File: config.mk
export PLATFORM = sky130hd
export DESIGN_NAME = if_fetch_unit
export DESIGN_NICKNAME = d
export VERILOG_FILES = /design/src/rtl/if_fetch_unit.sv
export SDC_FILE = /design/constraint.sdc
export NUM_CORES = 1
export LEC_CHECK = 0
export BUFFER_PORTS_ARGS = -buffer_cell sky130_fd_sc_hd__buf_2
export CAP_MARGIN = 20
export CORE_MARGIN = 5
export CORE_UTILIZATION = 50
export CTS_CLUSTER_DIAMETER = 120
export DETAILED_ROUTE_END_ITERATION = 7
export GPL_ROUTABILITY_DRIVEN = 0
export GPL_TIMING_DRIVEN = 0
export PLACE_DENSITY_LB_ADDON = 0.15
export SLEW_MARGIN = 5
export SYNTH_ARGS = -nofsm -noshare
export SYNTH_HDL_FRONTEND = slang
export SYNTH_SLANG_ARGS = --single-unit
File: constraint.sdc
create_clock -name clk -period 4.55 [get_ports clk]
set_input_delay 0.91 -clock clk [delete_from_list [all_inputs] [get_ports clk]]
set_output_delay 0.91 -clock clk [all_outputs]
set_load 0.05 [all_outputs]
File: src/rtl/if_fetch_unit.sv
// Instruction fetch stage: owns the PC, keeps at most one imem request outstanding, and buffers
// returned {pc, instr} pairs for IF/ID. Optional macro FETCH_BYPASS_EN forwards a response to if_* directly.
module if_fetch_unit #(
  parameter logic [31:0] RESET_PC    = 32'h0000_0000,
  parameter int          FETCH_DEPTH = 2
) (
  input  logic        clk,
  input  logic        rst_n,
  input  logic        stall,
  input  logic        redirect_valid,
  input  logic [31:0] redirect_pc,
  output logic        imem_req_valid,
  input  logic        imem_req_ready,
  output logic [31:0] imem_req_addr,
  input  logic        imem_rsp_valid,
  input  logic [31:0] imem_rsp_data,
  output logic        if_valid,
  output logic [31:0] if_pc,
  output logic [31:0] if_instruction
);
  localparam logic [31:0] NOP        = 32'h0000_0013;
  localparam logic [31:0] RESET_PC_A = RESET_PC & 32'hFFFF_FFFC;
  localparam int PTR_W = (FETCH_DEPTH > 1) ? $clog2(FETCH_DEPTH) : 1;
  localparam int CNT_W = $clog2(FETCH_DEPTH + 1);
  localparam logic [PTR_W-1:0] LAST_PTR = PTR_W'(FETCH_DEPTH - 1);
  localparam logic [CNT_W-1:0] DEPTH_C  = CNT_W'(FETCH_DEPTH);

  typedef enum logic [1:0] {S_IDLE = 2'd0, S_REQ = 2'd1, S_WAIT = 2'd2} state_t;

  state_t           state, state_n;
  logic [31:0]      fetch_pc, fetch_pc_n, req_addr;
  logic             drop, drop_n;
  logic [CNT_W-1:0] count, count_n;
  logic [PTR_W-1:0] rd_ptr, wr_ptr;
  logic [31:0]      fb_pc  [FETCH_DEPTH];
  logic [31:0]      fb_ins [FETCH_DEPTH];
  logic             accept, rsp_take, push, pop, bypass_hit, buf_empty, slot_free, enter_req;

  function automatic logic [PTR_W-1:0] next_ptr(input logic [PTR_W-1:0] p);
    return (p == LAST_PTR) ? '0 : p + 1'b1;
  endfunction

  assign accept    = (state == S_REQ) && imem_req_ready;
  assign rsp_take  = (state == S_WAIT) && imem_rsp_valid && !drop && !redirect_valid;
  assign buf_empty = (count == '0);
  assign pop       = !buf_empty && !stall && !redirect_valid;

`ifdef FETCH_BYPASS_EN
  // A word forwarded and consumed in the same cycle never needs a buffer slot.
  assign bypass_hit = rsp_take && buf_empty;
  assign push       = rsp_take && !(bypass_hit && !stall);
`else
  assign bypass_hit = 1'b0;
  assign push       = rsp_take;
`endif

  assign count_n    = redirect_valid ? '0 : (count + CNT_W'(push) - CNT_W'(pop));
  assign slot_free  = (count_n < DEPTH_C);
  assign fetch_pc_n = redirect_valid ? (redirect_pc & 32'hFFFF_FFFC) :
                      (accept && !drop) ? (fetch_pc + 32'd4) : fetch_pc;
  assign enter_req  = (state_n == S_REQ) && (state != S_REQ);

  // A redirect cannot retract a request; instead its eventual response is marked for discard.
  always_comb begin
    drop_n = drop;
    if ((state == S_WAIT) && imem_rsp_valid)
      drop_n = 1'b0;
    else if (redirect_valid && ((state == S_REQ) || (state == S_WAIT)))
      drop_n = 1'b1;
  end

  always_ff @(posedge clk or negedge rst_n) begin
    if (!rst_n) state <= S_IDLE;
    else        state <= state_n;
  end

  always_comb begin
    state_n = state;
    case (state)
      S_IDLE:  if (slot_free) state_n = S_REQ;
      S_REQ:   if (imem_req_ready) state_n = S_WAIT;
      S_WAIT:  if (imem_rsp_valid) state_n = slot_free ? S_REQ : S_IDLE;
      default: state_n = S_IDLE;
    endcase
  end

  always_ff @(posedge clk or negedge rst_n) begin
    if (!rst_n) begin
      fetch_pc <= RESET_PC_A;
      req_addr <= RESET_PC_A;
      drop     <= 1'b0;
      count    <= '0;
      rd_ptr   <= '0;
      wr_ptr   <= '0;
    end else begin
      fetch_pc <= fetch_pc_n;
      drop     <= drop_n;
      count    <= count_n;
      if (enter_req) req_addr <= fetch_pc_n;
      if (redirect_valid) begin
        rd_ptr <= '0;
        wr_ptr <= '0;
      end else begin
        if (push) wr_ptr <= next_ptr(wr_ptr);
        if (pop)  rd_ptr <= next_ptr(rd_ptr);
      end
    end
  end

  always_ff @(posedge clk) begin
    if (push) begin
      fb_pc[wr_ptr]  <= req_addr;
      fb_ins[wr_ptr] <= imem_rsp_data;
    end
  end

  always_comb begin
    imem_req_valid = (state == S_REQ);
    imem_req_addr  = req_addr;
    if_valid       = 1'b0;
    if_pc          = fetch_pc;
    if_instruction = NOP;
    if (bypass_hit) begin
      if_valid       = 1'b1;
      if_pc          = req_addr;
      if_instruction = imem_rsp_data;
    end else if (!buf_empty) begin
      if_valid       = 1'b1;
      if_pc          = fb_pc[rd_ptr];
      if_instruction = fb_ins[rd_ptr];
    end
  end
endmodule

==> reports/results.txt, run 1 <==
I/O pin cnt: 168
Hold_buf cts: 0
Post-synthesis sequential area ratio: 66.07%
CP dominant cell by count: clkbuf_1
Core area: 16640 um^2
Post-cts resize count: 1
Post-route ant nets: 0
Via count of the first global-routing pass: 6087
CTS tree: built
Count of different cell masters after synthesis: 48
P per Cell Area: 533.5 nW/um^2
Slowest stage delay, CP: 0.55 ns
Cell area after synthesis: 8507 um^2
Total number of vias: 5839
Fill cell count: 1354
Max Cap Violations: 0
Area added between synthesis and finish: 20.96%
Total GRT Usage: 20.24%
Global-route wire length before repair: 31.50 mm
Worst Setup Start Kind: input pin
Worst Clk Skew: 0.007441 ns
Fin crit share: 94.02%
Worst Path Max Fanout: 15
Max_slew headroom: 40.95%
Count of pins over their slew limit: 0
CP Cell Sequence: buf_2 -> clkbuf_1 -> inv_1 -> clkbuf_2 -> nand2_1 -> ha_1 -> inv_1 -> ha_1 -> xnor3_1 -> o22ai_1 -> a2111o_1 -> clkbuf_1 -> clkbuf_1 -> nand2_1 -> o31ai_1
Hold Path Class: in -> async
Most frequent cells after synthesis: edfxtp_1, nand2_1, dfrtp_1
Synth warnings: 0
Detailed placement HPWL: 14.50 mm
Routed WL: 20.02 mm
Clk slew on worst S/H paths: 0.07 ns
Number of synthesized register bits: 199
Outcome: finished clean
Worst-skew pair later-pin latency: 0.42 ns
DIE AREA: 19720 um^2
Element type at the critical path end: flop
Drt wl/cell: 18.60 um
Worst slew pin tran: 0.8858 ns
Clock Root Buffer: clkbuf_16
WL met1: 8.814 mm
Post-synth ARST share: 35.68%
Critical Path RT: 4.87 ns
Setup TNS: 0 ns
Detailed Routing Iterations Pass 1: 7
EDFF count, synth: 128
Max VDD drop: 0.3721 mV
Residual DRC: 0
Mapped Cells: 656
Gr ovfl total: 0
Clk sinks: 199
# rows: 47
Fmax: 0.2338 GHz
Largest net degree at the start of global routing: 49
Synth Area per Inst: 12.97 um^2
Power, Total: 5.490 mW
Fin util: 61.83%
Synth area leaders: edfxtp_1, dfrtp_1, mux2i_1
Final nets: 920
Post-synth top area share: 45.18%
Crit path DAT: 4.60 ns
Die height: 140.4 um
Hold Slack: 0.3945 ns
Initial Util: 51.12%
Setup Crit Path Kind: in -> reg
1st-iter DRT viols: 403
Critical path's slowest cell: clkbuf_1
Most frequent cell after synthesis: edfxtp_1
Final Setup Violations: 0
Leakage: 4.032 nW
Synth Flop Type: edfxtp_1
Dominant cell type by area after synthesis: edfxtp_1
Ant. Diodes: 0
Drt via density: 5.427
RSZ-0062 raised after global routing: false
Share of cells above drive strength 1: 28.04%
Clock buffer count from CTS: 17
Number of port buffers: 165
Die W: 140.4 um
Setup Fix Bufs, Post-CTS: 0
H-tree levels: 4
Fin. Hold Viols: 0
Inst Count DP: 1045
Clock tree buffer depth: 2
Max layer used: met4
Syn_nets: 733
Routed wl met2: 9.686 mm
Post-Layout Cell Count: 1076
Met3 wire len: 1.184 mm
Initial antenna violation count: 0
Fin crit period: 4.278 ns
## per-layer routing
metal / vias to the layer above / global-route usage [%]
met5: - / 0
met4: 0 / 6.527
met3: 25 / 4.192
met2: 206 / 33.22
met1: 2814 / 27.19
li1: 2794 / -
## flip-flops by register name (all words and copies together), names as in the netlist, 2 cells and up
name / cells
fb_ins: 64
fb_pc: 64
fetch_pc: 32
imem_req_addr: 32
count: 2
state: 2
## cell type report
type | count | area, um^2 | share of cell area [%]
plain buffers | 36 | 147.6 | 1.435
clock buffers | 19 | 442.9 | 4.304
clock inverters | 13 | 120.1 | 1.167
inverters | 9 | 33.78 | 0.3283
multi-input cells | 411 | 2719 | 26.42
flip-flops and latches | 199 | 5620 | 54.62
well taps | 220 | 275.3 | 2.675
repair buffers | 169 | 930.9 | 9.047
## critical path: cells and delay by family
kind	cells	cell delay, ns
adders and majority gates	2	0.50
AOI/OAI and AO/OA	3	0.47
buffers and inverters	7	2.03
and+or+nand+nor	2	0.30
xor gates and xnor gates	1	0.38
## cells by family after synthesis
group,count (synthesis),synth area share (%)
buffers and inverters,46,2.118
AO/OA/AOI/OAI,87,6.398
multiplexers,89,10.83
adder cells (fa/ha/maj),7,1.030
AND/OR/NAND/NOR,214,11.96
flip-flops,199,66.07
XOR/XNOR,14,1.603
## per-stage QoR
stage	setup WS [ns]	area, um^2
after floorplan	0.5323	8509
after global placement	-1.111	9610
after detailed placement	-0.4972	9726
after CTS	0.08275	10290
after global routing	0.06936	10290
final	0.2720	10290
## placed cells by master, fill, tap and decap left out, types with 3 or more instances in the layout
master,synthesis,final
buf_2,3,167
edfxtp_1,128,128
nand2_1,72,72
dfrtp_1,71,71
mux2i_1,65,65
nor2_1,63,62
o21ai_0,48,48
clkbuf_1,27,24
mux2_2,24,24
nor3_1,17,17
clkbuf_16,0,17
nand4_1,15,15
o31ai_1,12,12
inv_1,9,9
nor4_1,9,9
xnor2_1,9,9
nor2b_1,8,8
nand3_1,7,7
ha_1,7,7
and4_1,6,6
buf_1,6,5
clkbuf_2,0,4
a21oi_1,4,4
a31oi_1,4,4
o31a_1,4,4
xor2_1,4,4
clkinvlp_4,0,4
and2_1,3,3
buf_16,0,3
## where the power goes
| group | switching [mW] | internal [mW] |
|---|---|---|
| registers | 0.183 | 2.20 |
| logic | 1.20 | 0.479 |
| clock network | 0.650 | 0.775 |
| total | 2.03 | 3.46 |
## worst paths after layout
check                                             start                            end  slack, ns  cells past startpoint
setup / recovery                         redirect_valid  imem_req_addr[22]$_DFFE_PN0P_       0.27                     15
hold / removal                                    rst_n  imem_req_addr[19]$_DFFE_PN0P_       0.39                      1
setup reg to reg                     count[1]$_DFF_PN0_  imem_req_addr[22]$_DFFE_PN0P_       0.41                     14
hold reg to reg            imem_req_addr[8]$_DFFE_PN0P_          fb_pc[0][8]$_DFFE_PP_       0.49                      0
max in group asynchronous                         rst_n             wr_ptr$_DFFE_PN0P_       3.60                      2
min in group clk           imem_req_addr[8]$_DFFE_PN0P_          fb_pc[0][8]$_DFFE_PP_       0.49                      0
No activity file was read; power rests on OpenSTA's default activity.
==> run 2: changes to the inputs <==
--- a/config.mk
+++ b/config.mk
@@ -5,8 +5,10 @@
 export SDC_FILE = /design/constraint.sdc
 export NUM_CORES = 1
 export LEC_CHECK = 0
+export ABC_AREA = 1
 export BUFFER_PORTS_ARGS = -buffer_cell sky130_fd_sc_hd__buf_2
 export CAP_MARGIN = 20
+export CORE_ASPECT_RATIO = 0.75
 export CORE_MARGIN = 5
 export CORE_UTILIZATION = 50
 export CTS_CLUSTER_DIAMETER = 120
==> reports/results.txt, run 2 <==
Worst Setup Start Kind: flop (was input pin)
Count of different cell masters after synthesis: 37 (was 48)
Synth Area per Inst: 9.928 um^2 (was 12.97 um^2)
Post-synth top area share: 44.40% (was 45.18%)
Share of cells above drive strength 1: 21.19% (was 28.04%)
Outcome: finished clean (unchanged)
Crit path DAT: 2.95 ns (was 4.60 ns)
Fin. Hold Viols: 0 (unchanged)
Clk sinks: 199 (unchanged)
Initial antenna violation count: 0 (unchanged)
Fin crit period: 3.863 ns (was 4.278 ns)
Worst Clk Skew: 0.01238 ns (was 0.007441 ns)
Commonest non-fill, non-tap cell in the layout: nand2_1 (was buf_2)
1st-iter DRT viols: 533 (was 403)
Critical Path RT: 3.64 ns (was 4.87 ns)
Slowest stage delay, CP: 0.66 ns (was 0.55 ns)
Detailed Routing Iterations Pass 1: 5 (was 7)
Ant. Diodes: 0 (unchanged)
Area added between synthesis and finish: 21.58% (was 20.96%)
# rows: 41 (was 47)
Final nets: 1140 (was 920)
Post-cts resize count: 0 (was 1)
Clock buffer count from CTS: 17 (unchanged)
Global-route wire length before repair: 35.60 mm (was 31.50 mm)
CP Cell Sequence: nor2_1 -> clkinv_1 -> clkbuf_1 -> nor2_1 -> a21oi_1 -> buf_2 (was buf_2 -> clkbuf_1 -> inv_1 -> clkbuf_2 -> nand2_1 -> ha_1 -> inv_1 -> ha_1 -> xnor3_1 -> o22ai_1 -> a2111o_1 -> clkbuf_1 -> clkbuf_1 -> nand2_1 -> o31ai_1)
H-tree levels: 4 (unchanged)
P per Cell Area: 517.9 nW/um^2 (was 533.5 nW/um^2)
Clk slew on worst S/H paths: 0.07 ns (about the same)
Synth area leaders: edfxtp_1, dfrtp_1, nand2_1 (was edfxtp_1, dfrtp_1, mux2i_1)
I/O pin cnt: 168 (unchanged)
Synth Flop Type: edfxtp_1 (unchanged)
Synth warnings: 0 (unchanged)
Hold_buf cts: 0 (unchanged)
Fin crit share: 84.90% (was 94.02%)
Worst Path Max Fanout: 10 (was 15)
Crit path buf inv count: 3 (was 7)
Max VDD drop: 0.3750 mV (was 0.3721 mV)
CP top delay family: buffers and inverters (unchanged)
Most frequent cells after synthesis: nand2_1, edfxtp_1, a21oi_1 (was edfxtp_1, nand2_1, dfrtp_1)
RSZ-0062 raised after global routing: false (unchanged)
Largest net degree at the start of global routing: 53 (was 49)
Initial Util: 51.14% (was 51.12%)
Post-synth ARST share: 35.68% (unchanged)
Most frequent cell after synthesis: nand2_1 (was edfxtp_1)
Cell area after synthesis: 8657 um^2 (was 8507 um^2)
Count of pins over their slew limit: 0 (unchanged)
DIE AREA: 20070 um^2 (was 19720 um^2)
CTS tree: built (unchanged)
Routed WL: 22.95 mm (was 20.02 mm)
Total number of vias: 6847 (was 5839)
Mapped Cells: 872 (was 656)
Setup Fix Bufs, Post-CTS: 0 (unchanged)
Residual DRC: 0 (unchanged)
Drt wl/cell: 17.77 um (was 18.60 um)
Number of synthesized register bits: 199 (unchanged)
Fill cell count: 1488 (was 1354)
Fin util: 62.17% (was 61.83%)
Placed cell areas: 9958 um^2 (was 9726 um^2)
Max_slew headroom: 42.45% (was 40.95%)
Final Setup Violations: 0 (unchanged)
Worst slew pin tran: 0.8612 ns (was 0.8858 ns)
Design area: 10530 um^2 (was 10290 um^2)
Total GRT Usage: 23.44% (was 20.24%)
Critical path's slowest cell: nor2_1 (was clkbuf_1)
Via count of the first global-routing pass: 6602 (was 6087)
EDFF count, synth: 128 (unchanged)
Worst-skew pair later-pin latency: 0.45 ns (was 0.42 ns)
Max Cap Violations: 0 (unchanged)
Post-synthesis sequential area ratio: 64.92% (was 66.07%)
Detailed placement HPWL: 16.70 mm (was 14.50 mm)
Number of port buffers: 165 (unchanged)
Die W: 161.9 um (was 140.4 um)
Leakage: 4.840 nW (was 4.032 nW)
Dominant cell type by area after synthesis: edfxtp_1 (unchanged)
Drt via density: 5.304 (was 5.427)
Die height: 124.0 um (was 140.4 um)
Element type at the critical path end: output port (was flop)
Fmax: 0.2589 GHz (was 0.2338 GHz)
Clock tree buffer depth: 2 (unchanged)
Top flop regs: fb_ins (64), fb_pc (64) (unchanged)
Clock Root Buffer: clkbuf_16 (unchanged)
Hold Path Class: in -> async (unchanged)
Core area: 16930 um^2 (was 16640 um^2)
Gr ovfl total: 0 (unchanged)
Syn_nets: 949 (was 733)
CP dominant cell by count: nor2_1 (was clkbuf_1)
Post-route ant nets: 0 (unchanged)
Setup Crit Path Kind: reg -> out (was in -> reg)
Commonest non-fill, non-tap cells in the layout: nand2_1, buf_2, edfxtp_1 (was buf_2, edfxtp_1, nand2_1)
## run 2: kinds of logic (layout without fill, tap and decap cells)
family	Yosys count	after routing	synth area share (%)
buffers and inverters	93	297	4.336
and+or+nand+nor	451	451	21.78
adders and majority gates	7	7	1.012
AOI/OAI and AO/OA	120	120	7.747
xor gates and xnor gates	2	2	0.2024
DFF	199	199	64.92
## run 2: per-layer routing
layer | up-vias | GRT usage [%] | share of wire, %
met5 | - | 0 | 0
li1 | 3324 | - | -
met1 | 3228 | 33.30 | 45
met3 | 29 | 5.326 | 8.5
met2 | 266 | 36.34 | 45
met4 | 0 | 7.607 | 1.5
## run 2: worst register-to-register path: stages, from the launching register on
cell and delay (ns):
dfrtp_1 0.42, nor2_1 0.66, nor2_1 0.08, inv_1 0.14, nor2_1 0.05, ha_1 0.30, inv_1 0.04, ha_1 0.18
nand3b_1 0.18, nand3_1 0.14, a21oi_1 0.08, nand2_1 0.08, nand2_1 0.10, nor2_2 0.23, buf_2 0.32, nand2_1 0.10
nand2_1 0.06
## run 2: path summary, 6_finish.rpt
| kind | end | cells after the start | startpoint | slack, ns |
|---|---|---|---|---|
| setup / recovery | if_pc[14] | 6 | count[1]$_DFF_PN0_ | 0.69 |
| hold / removal | imem_req_addr[24]$_DFFE_PN0P_ | 1 | rst_n | 0.35 |
| setup reg to reg | imem_req_addr[3]$_DFFE_PN0P_ | 16 | count[1]$_DFF_PN0_ | 1.33 |
| hold reg to reg | fb_pc[0][3]$_DFFE_PP_ | 0 | imem_req_addr[3]$_DFFE_PN0P_ | 0.50 |
| max in group asynchronous | imem_req_addr[4]$_DFFE_PN0P_ | 2 | rst_n | 3.62 |
| min in group clk | fb_pc[0][3]$_DFFE_PP_ | 0 | imem_req_addr[3]$_DFFE_PN0P_ | 0.50 |
## run 2: layout make-up
type	instances	area (um^2)	share of cell area (%)
well taps	215	269.0	2.556
clock buffers	17	425.4	4.042
clock inverters	15	141.4	1.343
flip-flops and latches	199	5620	53.40
inverters	56	210.2	1.997
repair buffers	172	1013	9.629
plain buffers	37	165.2	1.569
multi-input cells	580	2680	25.46
## run 2: report_power, final
group	switching (mW)	leakage (nW)	internal, mW	total, mW
sequential	0.186	2.04	2.18	2.37
combinational	1.25	2.52	0.374	1.62
clock	0.698	0.272	0.766	1.46
## run 2: metrics by stage
stage                     hold slack [ns]  setup TNS, ns  std cells  setup slack, ns  total power [mW]
final                              0.3460              0       1291           0.6872             5.451
after global placement             0.4739        -222.52       1252           -2.018             3.992
after detailed placement           0.4800              0       1259           0.6525             4.026
after floorplan                    0.4596              0        872           0.1182             3.524
after CTS                          0.3387              0       1291           0.6500             5.477
after global routing               0.3501              0       1291           0.5164             5.694
